$ cat config.mk
export PLATFORM = sky130hd
export DESIGN_NAME = uart_tx_ctrl
export DESIGN_NICKNAME = d
export VERILOG_FILES = /design/src/rtl/uart_pkg.sv /design/src/rtl/uart_baud_gen.sv /design/src/rtl/uart_tx_ctrl.sv
export SDC_FILE = /design/constraint.sdc
export NUM_CORES = 1
export LEC_CHECK = 0
export CAP_MARGIN = 20
export CORE_MARGIN = 4
export CORE_UTILIZATION = 40
export CTS_BUF_LIST = sky130_fd_sc_hd__clkbuf_4 sky130_fd_sc_hd__clkbuf_8
export DETAILED_ROUTE_END_ITERATION = 8
export GPL_TIMING_DRIVEN = 0
export PLACE_DENSITY_LB_ADDON = 0.1
export SYNTH_ARGS = -nofsm -noshare
export SYNTH_HDL_FRONTEND = slang
export SYNTH_SLANG_ARGS = --single-unit
$ cat constraint.sdc
create_clock -name clk -period 3.5 [get_ports clk]
set_input_delay 0.35 -clock clk [delete_from_list [all_inputs] [get_ports clk]]
set_output_delay 0.35 -clock clk [all_outputs]
set_load 0.01 [all_outputs]
$ cat src/rtl/uart_pkg.sv
// Shared UART types and constants: transmit FSM state encoding, data width
// and the default baud divisor.
package uart_pkg;

    localparam int UART_DATA_W      = 8;
    localparam int DEFAULT_BAUD_DIV = 868;

    typedef enum logic [2:0] {
        IDLE,
        FETCH,
        LATCH,
        START,
        DATA,
        PARITY,
        STOP
    } tx_state_e;

endpackage

$ cat src/rtl/uart_baud_gen.sv
// Bit-period timer: counts 0..BAUD_DIV-1 and flags the last cycle of each bit
// (bit_tick) and the cycle just before it (pre_tick). clear restarts a period.
module uart_baud_gen
    import uart_pkg::*;
#(
    parameter int BAUD_DIV = DEFAULT_BAUD_DIV
) (
    input  logic clk,
    input  logic rst,
    input  logic clear,
    output logic bit_tick,
    output logic pre_tick
);

    localparam int CNT_W = $clog2(BAUD_DIV);
    localparam logic [CNT_W-1:0] LAST = CNT_W'(BAUD_DIV - 1);
    localparam logic [CNT_W-1:0] PRE  = CNT_W'(BAUD_DIV - 2);

    logic [CNT_W-1:0] cnt;

    // NOTE: sequential state is only ever assigned with <= so every flop
    // samples the pre-edge values of its neighbours.
    always_ff @(posedge clk) begin
        if (rst || clear) begin
            cnt <= '0;
        end else if (cnt == LAST) begin
            cnt <= '0;
        end else begin
            cnt <= cnt + CNT_W'(1);
        end
    end

    assign bit_tick = (cnt == LAST);
    assign pre_tick = (cnt == PRE);

endmodule

$ cat src/rtl/uart_tx_ctrl.sv
// UART transmit sequencer: pops the TX FIFO and serialises start, 8 data bits
// LSB-first, optional even parity (`UART_PARITY_EN) and STOP_BITS stop bits.
module uart_tx_ctrl
    import uart_pkg::*;
#(
    parameter int BAUD_DIV  = DEFAULT_BAUD_DIV,
    parameter int STOP_BITS = 1
) (
    input  logic                   clk,
    input  logic                   rst,
    input  logic                   tx_en,
    input  logic                   fifo_empty,
    input  logic [UART_DATA_W-1:0] fifo_data,
    output logic                   fifo_rd_en,
    output logic                   tx,
    output logic                   tx_busy,
    output logic                   tx_done
);

    localparam logic [2:0] LAST_DATA = 3'(UART_DATA_W - 1);
    localparam logic [2:0] LAST_STOP = 3'(STOP_BITS - 1);

    tx_state_e              state, state_d;
    logic [UART_DATA_W-1:0] shift_q, shift_d;
    logic [2:0]             bit_idx, bit_idx_d;
    logic                   tx_d;
    logic                   done_d;
    logic                   bit_tick;
    logic                   pre_tick;

    // Restarting the timer in LATCH makes the start bit exactly one period.
    uart_baud_gen #(
        .BAUD_DIV (BAUD_DIV)
    ) u_baud_gen (
        .clk      (clk),
        .rst      (rst),
        .clear    (state == LATCH),
        .bit_tick (bit_tick),
        .pre_tick (pre_tick)
    );

`ifdef UART_PARITY_EN
    logic parity_q;

    // NOTE: a pure data register captured before use needs no reset.
    always_ff @(posedge clk) begin
        if (state == LATCH) begin
            parity_q <= ^fifo_data;
        end
    end
`endif

    // NOTE: every variable gets a default first so no path infers a latch.
    always_comb begin
        state_d   = state;
        shift_d   = shift_q;
        bit_idx_d = bit_idx;
        done_d    = 1'b0;
        case (state)
            IDLE: begin
                if (tx_en && !fifo_empty) state_d = FETCH;
            end
            FETCH: state_d = LATCH;
            LATCH: begin
                shift_d   = fifo_data;
                bit_idx_d = '0;
                state_d   = START;
            end
            START: begin
                if (bit_tick) state_d = DATA;
            end
            DATA: begin
                if (bit_tick) begin
                    if (bit_idx == LAST_DATA) begin
                        bit_idx_d = '0;
`ifdef UART_PARITY_EN
                        state_d   = PARITY;
`else
                        state_d   = STOP;
`endif
                    end else begin
                        bit_idx_d = bit_idx + 3'd1;
                        shift_d   = shift_q >> 1;
                    end
                end
            end
`ifdef UART_PARITY_EN
            PARITY: begin
                if (bit_tick) state_d = STOP;
            end
`endif
            STOP: begin
                // tx_done is registered, so it is set one cycle ahead of the frame end.
                if (pre_tick && bit_idx == LAST_STOP) done_d = 1'b1;
                if (bit_tick) begin
                    if (bit_idx == LAST_STOP) begin
                        bit_idx_d = '0;
                        state_d   = (tx_en && !fifo_empty) ? FETCH : IDLE;
                    end else begin
                        bit_idx_d = bit_idx + 3'd1;
                    end
                end
            end
            default: state_d = IDLE;
        endcase

        // Line level is decoded from the next state so tx itself is a flop.
        case (state_d)
            START:   tx_d = 1'b0;
            DATA:    tx_d = shift_d[0];
`ifdef UART_PARITY_EN
            PARITY:  tx_d = parity_q;
`endif
            default: tx_d = 1'b1;
        endcase
    end

    always_ff @(posedge clk) begin
        if (rst) begin
            state      <= IDLE;
            shift_q    <= '0;
            bit_idx    <= '0;
            tx         <= 1'b1;
            fifo_rd_en <= 1'b0;
            tx_busy    <= 1'b0;
            tx_done    <= 1'b0;
        end else begin
            state      <= state_d;
            shift_q    <= shift_d;
            bit_idx    <= bit_idx_d;
            tx         <= tx_d;
            fifo_rd_en <= (state_d == FETCH);
            tx_busy    <= (state_d != IDLE);
            tx_done    <= done_d;
        end
    end

endmodule
==> results of run 1 <==
[cell families after synthesis]
logic type	after synthesis
adders and majority gates	5
xor gates and xnor gates	8
and+or+nand+nor	67
muxes	1
buffers and inverters	12
DFF	28
AOI/OAI and AO/OA	31
[area by class of cell]
cell class | count | area, sq um | share of cell area, %
Multi-Input combinational cell | 112 | 737 | 46.4
Sequential cell | 28 | 561 | 35.3
Timing Repair Buffer | 15 | 150 | 9.45
Tap cell | 44 | 55.1 | 3.46
Clock buffer | 4 | 36.3 | 2.28
Buffer | 7 | 31.3 | 1.97
Inverter | 5 | 18.8 | 1.18
[per-layer routing]
metal,up-vias,share of wire (%),global-route usage [%]
met4,0,0.81,3.81
met3,2,3.1,2.72
met1,506,50,18.2
met2,14,47,20.2
met5,-,0,0
li1,573,-,-
[critical path: stages (launching register included)]
cell and delay [ns]:
dfxtp_1 0.41, nor4b_4 0.51, nand4_2 0.18, nor3_1 0.59
a22oi_1 0.14, a21oi_1 0.18
[worst max path at each step]
stage	from	end	cells past startpoint
floorplan	u_baud_gen.cnt[4]$_SDFF_PP0_	tx$_SDFF_PP1_	5
CTS	u_baud_gen.cnt[4]$_SDFF_PP0_	shift_q[4]$_SDFFE_PP0P_	5
finish	u_baud_gen.cnt[4]$_SDFF_PP0_	shift_q[4]$_SDFFE_PP0P_	5
detailed placement	u_baud_gen.cnt[4]$_SDFF_PP0_	shift_q[4]$_SDFFE_PP0P_	5
global route	u_baud_gen.cnt[4]$_SDFF_PP0_	shift_q[6]$_SDFFE_PP0P_	5
global placement	u_baud_gen.cnt[4]$_SDFF_PP0_	shift_q[6]$_SDFFE_PP0P_	5
[registers in the layout (all words and copies together) (netlist names)]
register	cells
bit_idx	3
fifo_rd_en	1
tx_done	1
tx	1
shift_q	8
u_baud_gen.cnt	10
tx_busy	1
state	3
[layout by cell type, fill, tap and decap left out, drive strengths merged, types with 2 or more instances in the layout]
| cell | instances |
|---|---|
| dfxtp | 28 |
| nor2 | 19 |
| clkdlybuf4s50 | 15 |
| nand2 | 12 |
| a21oi | 12 |
| a22oi | 7 |
| clkbuf | 7 |
| inv | 5 |
| nand3 | 5 |
| and2 | 5 |
| ha | 5 |
| nand4 | 5 |
| buf | 4 |
| and3 | 4 |
| nand2b | 4 |
| xor2 | 4 |
| xnor2 | 4 |
| nand3b | 3 |
| or3 | 2 |
| a41oi | 2 |
| a211o | 2 |
| a21o | 2 |
[per-stage QoR]
| step | setup WS, ns | instance area (sq um) | instances |
|---|---|---|---|
| floorplan | 1.74 | 1350 | 152 |
| global placement | 1.48 | 1550 | 211 |
| detailed placement | 1.46 | 1550 | 211 |
| CTS | 1.44 | 1590 | 215 |
| global route | 1.12 | 1590 | 215 |
| finish | 1.43 | 1590 | 215 |
[report_power, final]
group / switching, uW / internal (uW) / total, uW / leakage, uW
clock: 91.8 / 63.5 / 155 / 0.0000210
combinational: 39.1 / 38.5 / 77.6 / 0.000371
sequential: 7.94 / 332 / 340 / 0.000228
total: 139 / 434 / 573 / 0.000619
==> flow_metrics.tcl, run 1 <==
set metrics [dict create \
    path_max_fanout 9 \
    synth-xor-area-share_pct 5.20 \
    dieArea_sq_um 4360 \
    clk_latency_ns 0.32 \
    holdPathStages 2 \
    ys_warn_count 0 \
    postCtsResizedCells 0 \
    first_pass_iters 4 \
    via_per_inst 5.09 \
    drive_above_1_share_pct 8.19 \
    r2r-start "u_baud_gen.cnt[4]$_SDFF_PP0_" \
    grt_pass1_vias 979 \
    grt_pass1_wl_microns 4490 \
    layout_min_cycle_time_ns 2.07 \
    fin_crit_sh_pct 59.2 \
    worstSetupStartpointType "flip-flop" \
    drv_slew 0 \
    clk_path_buf_depth 2 \
    muxShareOfSynthArea_pct 1.11 \
    ir_worst_vdd_uv 151 \
    hold_violations 0 \
    place_hpwl_microns 1930 \
    hold_path_class "flip-flop to flip-flop" \
    fin_setup_tns_ns 0 \
    track_usage_pct 13.0 \
    criticalPathCategory "flip-flop to flip-flop" \
    cts.sinks 28 \
    diodes 0 \
    clk_pin_slew_worst_paths_ns 0.15 \
    start_util_pct 43.1 \
    grt_max_degree 16 \
    htree_levels 1 \
    synthTopCellsByCount "dfxtp_1, nor2_1, nand2_1, a21oi_1, a22oi_1" \
    relSlewSlack_pct 50.8 \
    r2r_setup_slack_ns 1.43 \
    worstMarginPinSlew_ns 0.732 \
    synth_top_family_by_area "simple AND/OR/NAND/NOR gates" \
    synth_edf_count 0 \
    gp_congestion 0.818 \
    whs_ns 0.462 \
    fin_util_pct 50.8 \
    synth_fa_ha_area_share_pct 4.64 \
    end_kind "flip-flop" \
    finClkSkew_ns 0.00219 \
    rows 20 \
    routed_wl_microns 2610 \
    synth_compound_area_share_pct 16.2 \
    syn2layout_area_growth_pct 17.9 \
    syn_inst 152 \
    antenna_left 0 \
    die_h_microns 66.0 \
    root_buffer "clkbuf_4" \
    hold_start "shift_q[3]$_SDFFE_PP0P_" \
    die_w_microns 66.0 \
    status "completed" \
    fill_cells 301 \
    tritoncts "built" \
    grt-ovfl-total 0 \
    crit_arrival_ns 2.33 \
    port_buffers 15 \
    synth_nets 169 \
    p_leak_uw 0.000619 \
    antenna_found_initial 0 \
    ys_ff_latch 28 \
    power.total_uw 573 \
    fmaxAchievable_mhz 482 \
    max-cap-violations 0 \
    yosys.area_share.simple_pct 27.6 \
    layout.nets 189 \
    drc 0 \
    yosysMostFrequentCell "dfxtp_1" \
    synth_area_leaders "dfxtp_1, nor2_1, ha_1" \
    min_to "shift_q[3]$_SDFFE_PP0P_" \
    synth_area_sq_um 1350 \
    core-area_sq_um 3130 \
    ys_seq_area_share_pct 41.6 \
    worstPathRequired_ns 3.76 \
    power.density_nw_per_um2 361 \
    yosys.area.top_type "dfxtp_1" \
    rsz0062_at_grt "no" \
    dr_total_vias 1095 \
    async_reset_ff_share_pct 0 \
    wl_per_cell_microns 12.1 \
    post_cts_buffers 0 \
    r2r-end "shift_q[4]$_SDFFE_PP0P_" \
    synth.distinct_cells 38 \
    synth_flop_cell "dfxtp_1" \
    numCtsBuffers 3 \
    setup_viol 0 \
    io_pins 16 \
    syn_area_per_cell_sq_um 8.87 \
    cts_hold_repair.buffers 0 \
    synth_top_area_share_pct 41.6 \
    drt_iter0_drc 51 \
    worst_r2r_path_depth 5 \
]
Power figures use the tool's default switching activity.
==> run 2, diff against run 1 <==
==> constraint.sdc (replaced) <==
create_clock -name clk -period 2 [get_ports clk]
set_input_delay 0.2 -clock clk [delete_from_list [all_inputs] [get_ports clk]]
set_output_delay 0.2 -clock clk [all_outputs]
set_load 0.01 [all_outputs]
==> run 2 against run 1 <==
Effect of this change: flip-flop and latch count unchanged; register-to-register slack worse by 1.3 ns; final cell count up 1.4%; setup slack worse by 1.3 ns; sequential share of layout area down 1.0 points; power up 76%; routed wire length up 3.7%.
==> flow_metrics.tcl, run 2 (synthesis results as in run 1) <==
set metrics [dict create \
    r2r-start "u_baud_gen.cnt[4]$_SDFF_PP0_" \
    io_pins 16 \
    instances_no_fill 218 \
    startpoint "u_baud_gen.cnt[4]$_SDFF_PP0_" \
    die_h_microns 66.0 \
    setup_viol 0 \
    diodes 0 \
    crit_chain "nor4b_4, buf_4, nand4_2, mux2_4, a221oi_4, a41oi_1" \
    clk_path_buf_depth 2 \
    drive_above_1_share_pct 10.9 \
    htree_levels 1 \
    power.density_nw_per_um2 618 \
    first_pass_iters 4 \
    clk_latency_ns 0.32 \
    pre_cts_slack_ns -0.0424 \
    max-cap-violations 0 \
    die_w_microns 66.0 \
    grt-ovfl-total 0 \
    layout_min_cycle_time_ns 1.91 \
    cts_hold_repair.buffers 0 \
    worstSetupStartpointType "flip-flop" \
    rsz0062_at_grt "no" \
    fin_setup_tns_ns 0 \
    drv_slew 0 \
    core-area_sq_um 3130 \
    final_common_cell "dfxtp_1" \
    start_util_pct 43.1 \
    port_buffers 15 \
    end_kind "flip-flop" \
    drc 0 \
    critPathMaxStageDelay_ns 0.41 \
    grt_pass1_wl_microns 4480 \
    routed_wl_microns 2700 \
    path_max_fanout 7 \
    mostFrequentLayoutCells "dfxtp_1, nor2_1, clkdlybuf4s50_1" \
    dieArea_sq_um 4360 \
    grt_max_degree 16 \
    layout.nets 192 \
    slowest_stage "dfxtp_1" \
    placed_area_sq_um 1550 \
    track_usage_pct 13.0 \
    p_leak_uw 0.000636 \
    rows 20 \
    place_hpwl_microns 1930 \
    worstPathRequired_ns 2.21 \
    fin_util_pct 52.3 \
    relSlewSlack_pct 69.3 \
    setup_slack_ns 0.0908 \
    criticalPathCategory "flip-flop to flip-flop" \
    numCtsBuffers 3 \
    crit_arrival_ns 2.11 \
    hold_start "shift_q[3]$_SDFFE_PP0P_" \
    final_area_sq_um 1640 \
    place_inst 211 \
    via_per_inst 5.11 \
    largest_registers "u_baud_gen.cnt: 10 flops, shift_q: 8 flops" \
    hold_path_class "flip-flop to flip-flop" \
    antenna_left 0 \
    grt_pass1_vias 1002 \
    wl_per_cell_microns 12.4 \
    antenna_found_initial 0 \
    tritoncts "built" \
    root_buffer "clkbuf_4" \
    fin_crit_sh_pct 95.5 \
    gp_congestion 0.818 \
    clk_pin_slew_worst_paths_ns 0.15 \
    drt_iter0_drc 53 \
    cts.sinks 28 \
    hold_violations 0 \
    fmaxAchievable_mhz 524 \
    worstMarginPinSlew_ns 0.461 \
    largest-register "u_baud_gen.cnt" \
    dr_total_vias 1115 \
    status "completed" \
    finClkSkew_ns 0.00357 \
    largest_reg_flops 10 \
    ir_worst_vdd_uv 265 \
    syn2layout_area_growth_pct 21.4 \
]
## run 2: cell count changes in the layout (fill, tap and decap cells not counted), sizes merged
cell / previous run / this run
buf: 4 / 7
## run 2: layout make-up
class	instances	area, sq um
plain buffers	7	31.3
clock buffers	4	36.3
fillers	299	1490
inverters	5	18.8
multi-input cells	112	761
flip-flops and latches	28	561
well taps	44	55.1
repair buffers	18	173
## run 2: what timing repair did
action                                  CTS  global route
cloned                                    0             0
pin swaps                                 0             1
setup buffers                             0             3
gates resized for setup                   2             2
endpoints found under the setup margin   15            19
## run 2: report_power, final
group / switching (uW) / internal (uW) / total, uW
Clock: 162 / 111 / 273
Sequential: 14.3 / 581 / 596
Combinational: 72.5 / 69.8 / 142
## run 2: per-layer routing
| layer | GRT usage, % | vias up | wire length, microns |
|---|---|---|---|
| met4 | 4.06 | 0 | 21 |
| met1 | 17.4 | 521 | 1320 |
| met3 | 3.23 | 2 | 87 |
| met2 | 20.5 | 11 | 1270 |
| met5 | 0 | - | 0 |
| li1 | - | 581 | - |
## run 2: metrics by stage
step / power, uW / hold WS [ns]
6_report: 1010 / 0.462
5_1_grt: 1070 / 0.483
4_1_cts: 1020 / 0.463
3_5_place_dp: 744 / 0.443
3_3_place_gp: 741 / 0.438
2_1_floorplan: 688 / 0.269
## run 2: worst paths after layout
path | depth (start not counted) | slack, ns | endpoint
min reg2reg | 2 | 0.46 | shift_q[3]$_SDFFE_PP0P_
max | 6 | 0.09 | tx$_SDFF_PP1_
max reg2reg | 6 | 0.09 | tx$_SDFF_PP1_
min | 2 | 0.46 | shift_q[3]$_SDFFE_PP0P_
## run 2: worst max-delay path: cells and delay by family (launching register included)
kind,cells,cell delay (ns)
AND/OR/NAND/NOR,2,0.43
AO/OA/AOI/OAI,2,0.43
multiplexers,1,0.34
buffers and inverters,1,0.19
flip-flops,1,0.41
==> variant: new RTL, config.mk and constraints of run 2 <==
Register the output `tx` once more; this adds one clock of latency there. The other outputs are not delayed to match.
--- a/src/rtl/uart_tx_ctrl.sv
+++ b/src/rtl/uart_tx_ctrl.sv
@@ -21,2 +21,4 @@
     localparam logic [2:0] LAST_STOP = 3'(STOP_BITS - 1);
+
+    logic tx_s0;
 
@@ -122,3 +124,3 @@
             bit_idx    <= '0;
-            tx         <= 1'b1;
+            tx_s0      <= 1'b1;
             fifo_rd_en <= 1'b0;
@@ -130,3 +132,3 @@
             bit_idx    <= bit_idx_d;
-            tx         <= tx_d;
+            tx_s0      <= tx_d;
             fifo_rd_en <= (state_d == FETCH);
@@ -137,2 +139,6 @@
 
+    always_ff @(posedge clk) begin
+        tx <= tx_s0;
+    end
+
 endmodule
Function: changed (Yosys sat finds a counterexample within 4 cycles, from zero or initial values and one cycle with rst high).
==> variant against run 2 <==
Power is 10% higher; worst setup slack gained 0.052 ns; synthesized cell count increased by 1.3%; routed wire length up 3.0%; final area grew 1.7%; non-clock buffer count decreased by 2; area after synthesis increased by 2.0%; worst hold slack got worse by 0.13 ns; sequential cell count rose by 1; fmax rose by 2.8%; critical endpoint is now tx_s0$_SDFF_PP1_; largest power group unchanged.
==> variant: results (changes against run 2) <==
initial antenna violation count=0 (unchanged); Worst Reg-to-Reg Cells=6 (unchanged); TritonCTS Buffers=5 (+2); max incr delay on CP=0.41 ns (about the same); Worst Clk Skew=0.00818 ns (+0.00460 ns); Filler Cell Count=353 (+18%); Synth cell types=39 (+2.6%); outcome=complete, no violations; largest registers=u_baud_gen.cnt x10, shift_q x8; Routed WL per cell=12.4 um (+0.27%); worst-path maximum fanout=9 (+2); gr usage total=0.145 (+0.0150); CP max-delay cell=dfxtp_1; top cells by count, synth=dfxtp_1 (29), nor2_1 (21), nand2_1 (12); met2 Track Usage GR=0.213 (+0.00761); via-per-instance ratio=5.23 (+2.3%); ant diodes=0 (unchanged); dpl cells=215 (+1.9%); YS warnings=0 (unchanged); Clk pin slew, worst setup/hold paths=0.09 ns (-0.06 ns); Synth Net Count=171 (+1.2%); clock root cell=clkbuf_4; relative slew slack=0.692 (about the same); LEAKAGE=0.647 nW (+1.7%); worst slack, placed=-0.0892 ns (-0.0469 ns); PortBufs=15 (unchanged); Tightest Hold Check Type=flip-flop to flip-flop; Final HPWL DP=2000 um (+3.4%); CP endpoint=tx_s0$_SDFF_PP1_; largest net degree at the start of global routing=11 (-5); first-pass iteration count of the detailed router=4 (unchanged); fraction of layout instances using a drive strength above 1=0.135 (+0.0256); clk buf depth=2 (unchanged); WP data arrival=2.05 ns (-0.06 ns); worst hold slack=0.332 ns (-0.130 ns); DR iter-0 viols=58 (+9.4%); top cells by area, synth=dfxtp_1 (42%), nor2_1 (5.7%), ha_1 (4.5%); first-pass GRT wire length=4860 um (+8.5%); grt met3 use=0.0590 (+0.0267); placement-stage cell area=1580 sq um (+1.9%); Worst VDD drop=0.000314 V (+18%); Clock Latency Late Sink=0.32 ns (about the same); Hold Path Sink=tx$_DFF_P_; vias in the first global route=1097 (+9.5%); met1 usage=0.187 (+0.0133); Routed WL=2790 um (+3.0%); Seq/Total Area, Yosys=0.422 (+0.00623); Syn Area/Cell=8.93 sq um (+0.72%); RePlAce Congestion=0.786 (-3.9%); nets@finish=194 (+1.0%); Hold Path Stages=0 (-2); Hold Startpoint=tx_s0$_SDFF_PP1_; Pint=849 uW (+11%); r2r setup slk=0.14 ns (+0.05 ns); CP startpoint=u_baud_gen.cnt[5]$_SDFF_PP0_; H-tree levels=2 (+1); Final Cycle Share=0.929 (-0.0258)
variant: cell types whose count changed in the layout (fill, tap and decap cells not counted), sizes merged:
cell           run 2  this run
and2               5         4
buf                7         5
o31a               0         1
clkbuf             7        11
nor2              19        21
dfxtp             28        29
o22ai              1         0
variant: logic make-up (layout without fill, tap and decap cells):
kind of cell	count (synthesis)	count (layout)	synth area share
adder cells (fa/ha/maj)	5	5	0.0455
XOR/XNOR	8	8	0.0510
AND/OR/NAND/NOR	68	68	0.273
AO/OA/AOI/OAI	31	31	0.161
multiplexers	1	1	0.0109
buffers and inverters	12	36	0.0364
flip-flops	29	29	0.422
variant: power groups by stage:
stage / combinational, mW / clock, mW / sequential, mW
after global routing: 0.152 / 0.416 / 0.620
after CTS: 0.136 / 0.383 / 0.616
after detailed placement: 0.135 / 0 / 0.629
final: 0.137 / 0.363 / 0.616
after global placement: 0.133 / 0 / 0.629
after floorplan: 0.0805 / 0 / 0.629
variant: area by class of cell:
cell class	instances	area (sq um)	share of cell area
buffer	7	31.3	0.0188
clock buffer	8	60.1	0.0361
inverter	5	18.8	0.0113
multi-input combinational	113	757	0.455
sequential	29	581	0.349
tap	46	57.6	0.0346
timing repair buffer	16	158	0.0948
variant: repair_timing:
item | in CTS | in global routing
setup buffers | 1 | 0
resized for setup | 2 | 1
endpoints found under the setup margin | 18 | 10
pin swaps | 1 | 0
variant: per-layer routing:
| metal | wire [um] | vias to the layer above |
|---|---|---|
| met5 | 0 | - |
| met4 | 48 | 0 |
| met3 | 151 | 5 |
| met2 | 1250 | 30 |
| met1 | 1330 | 546 |
| li1 | - | 591 |
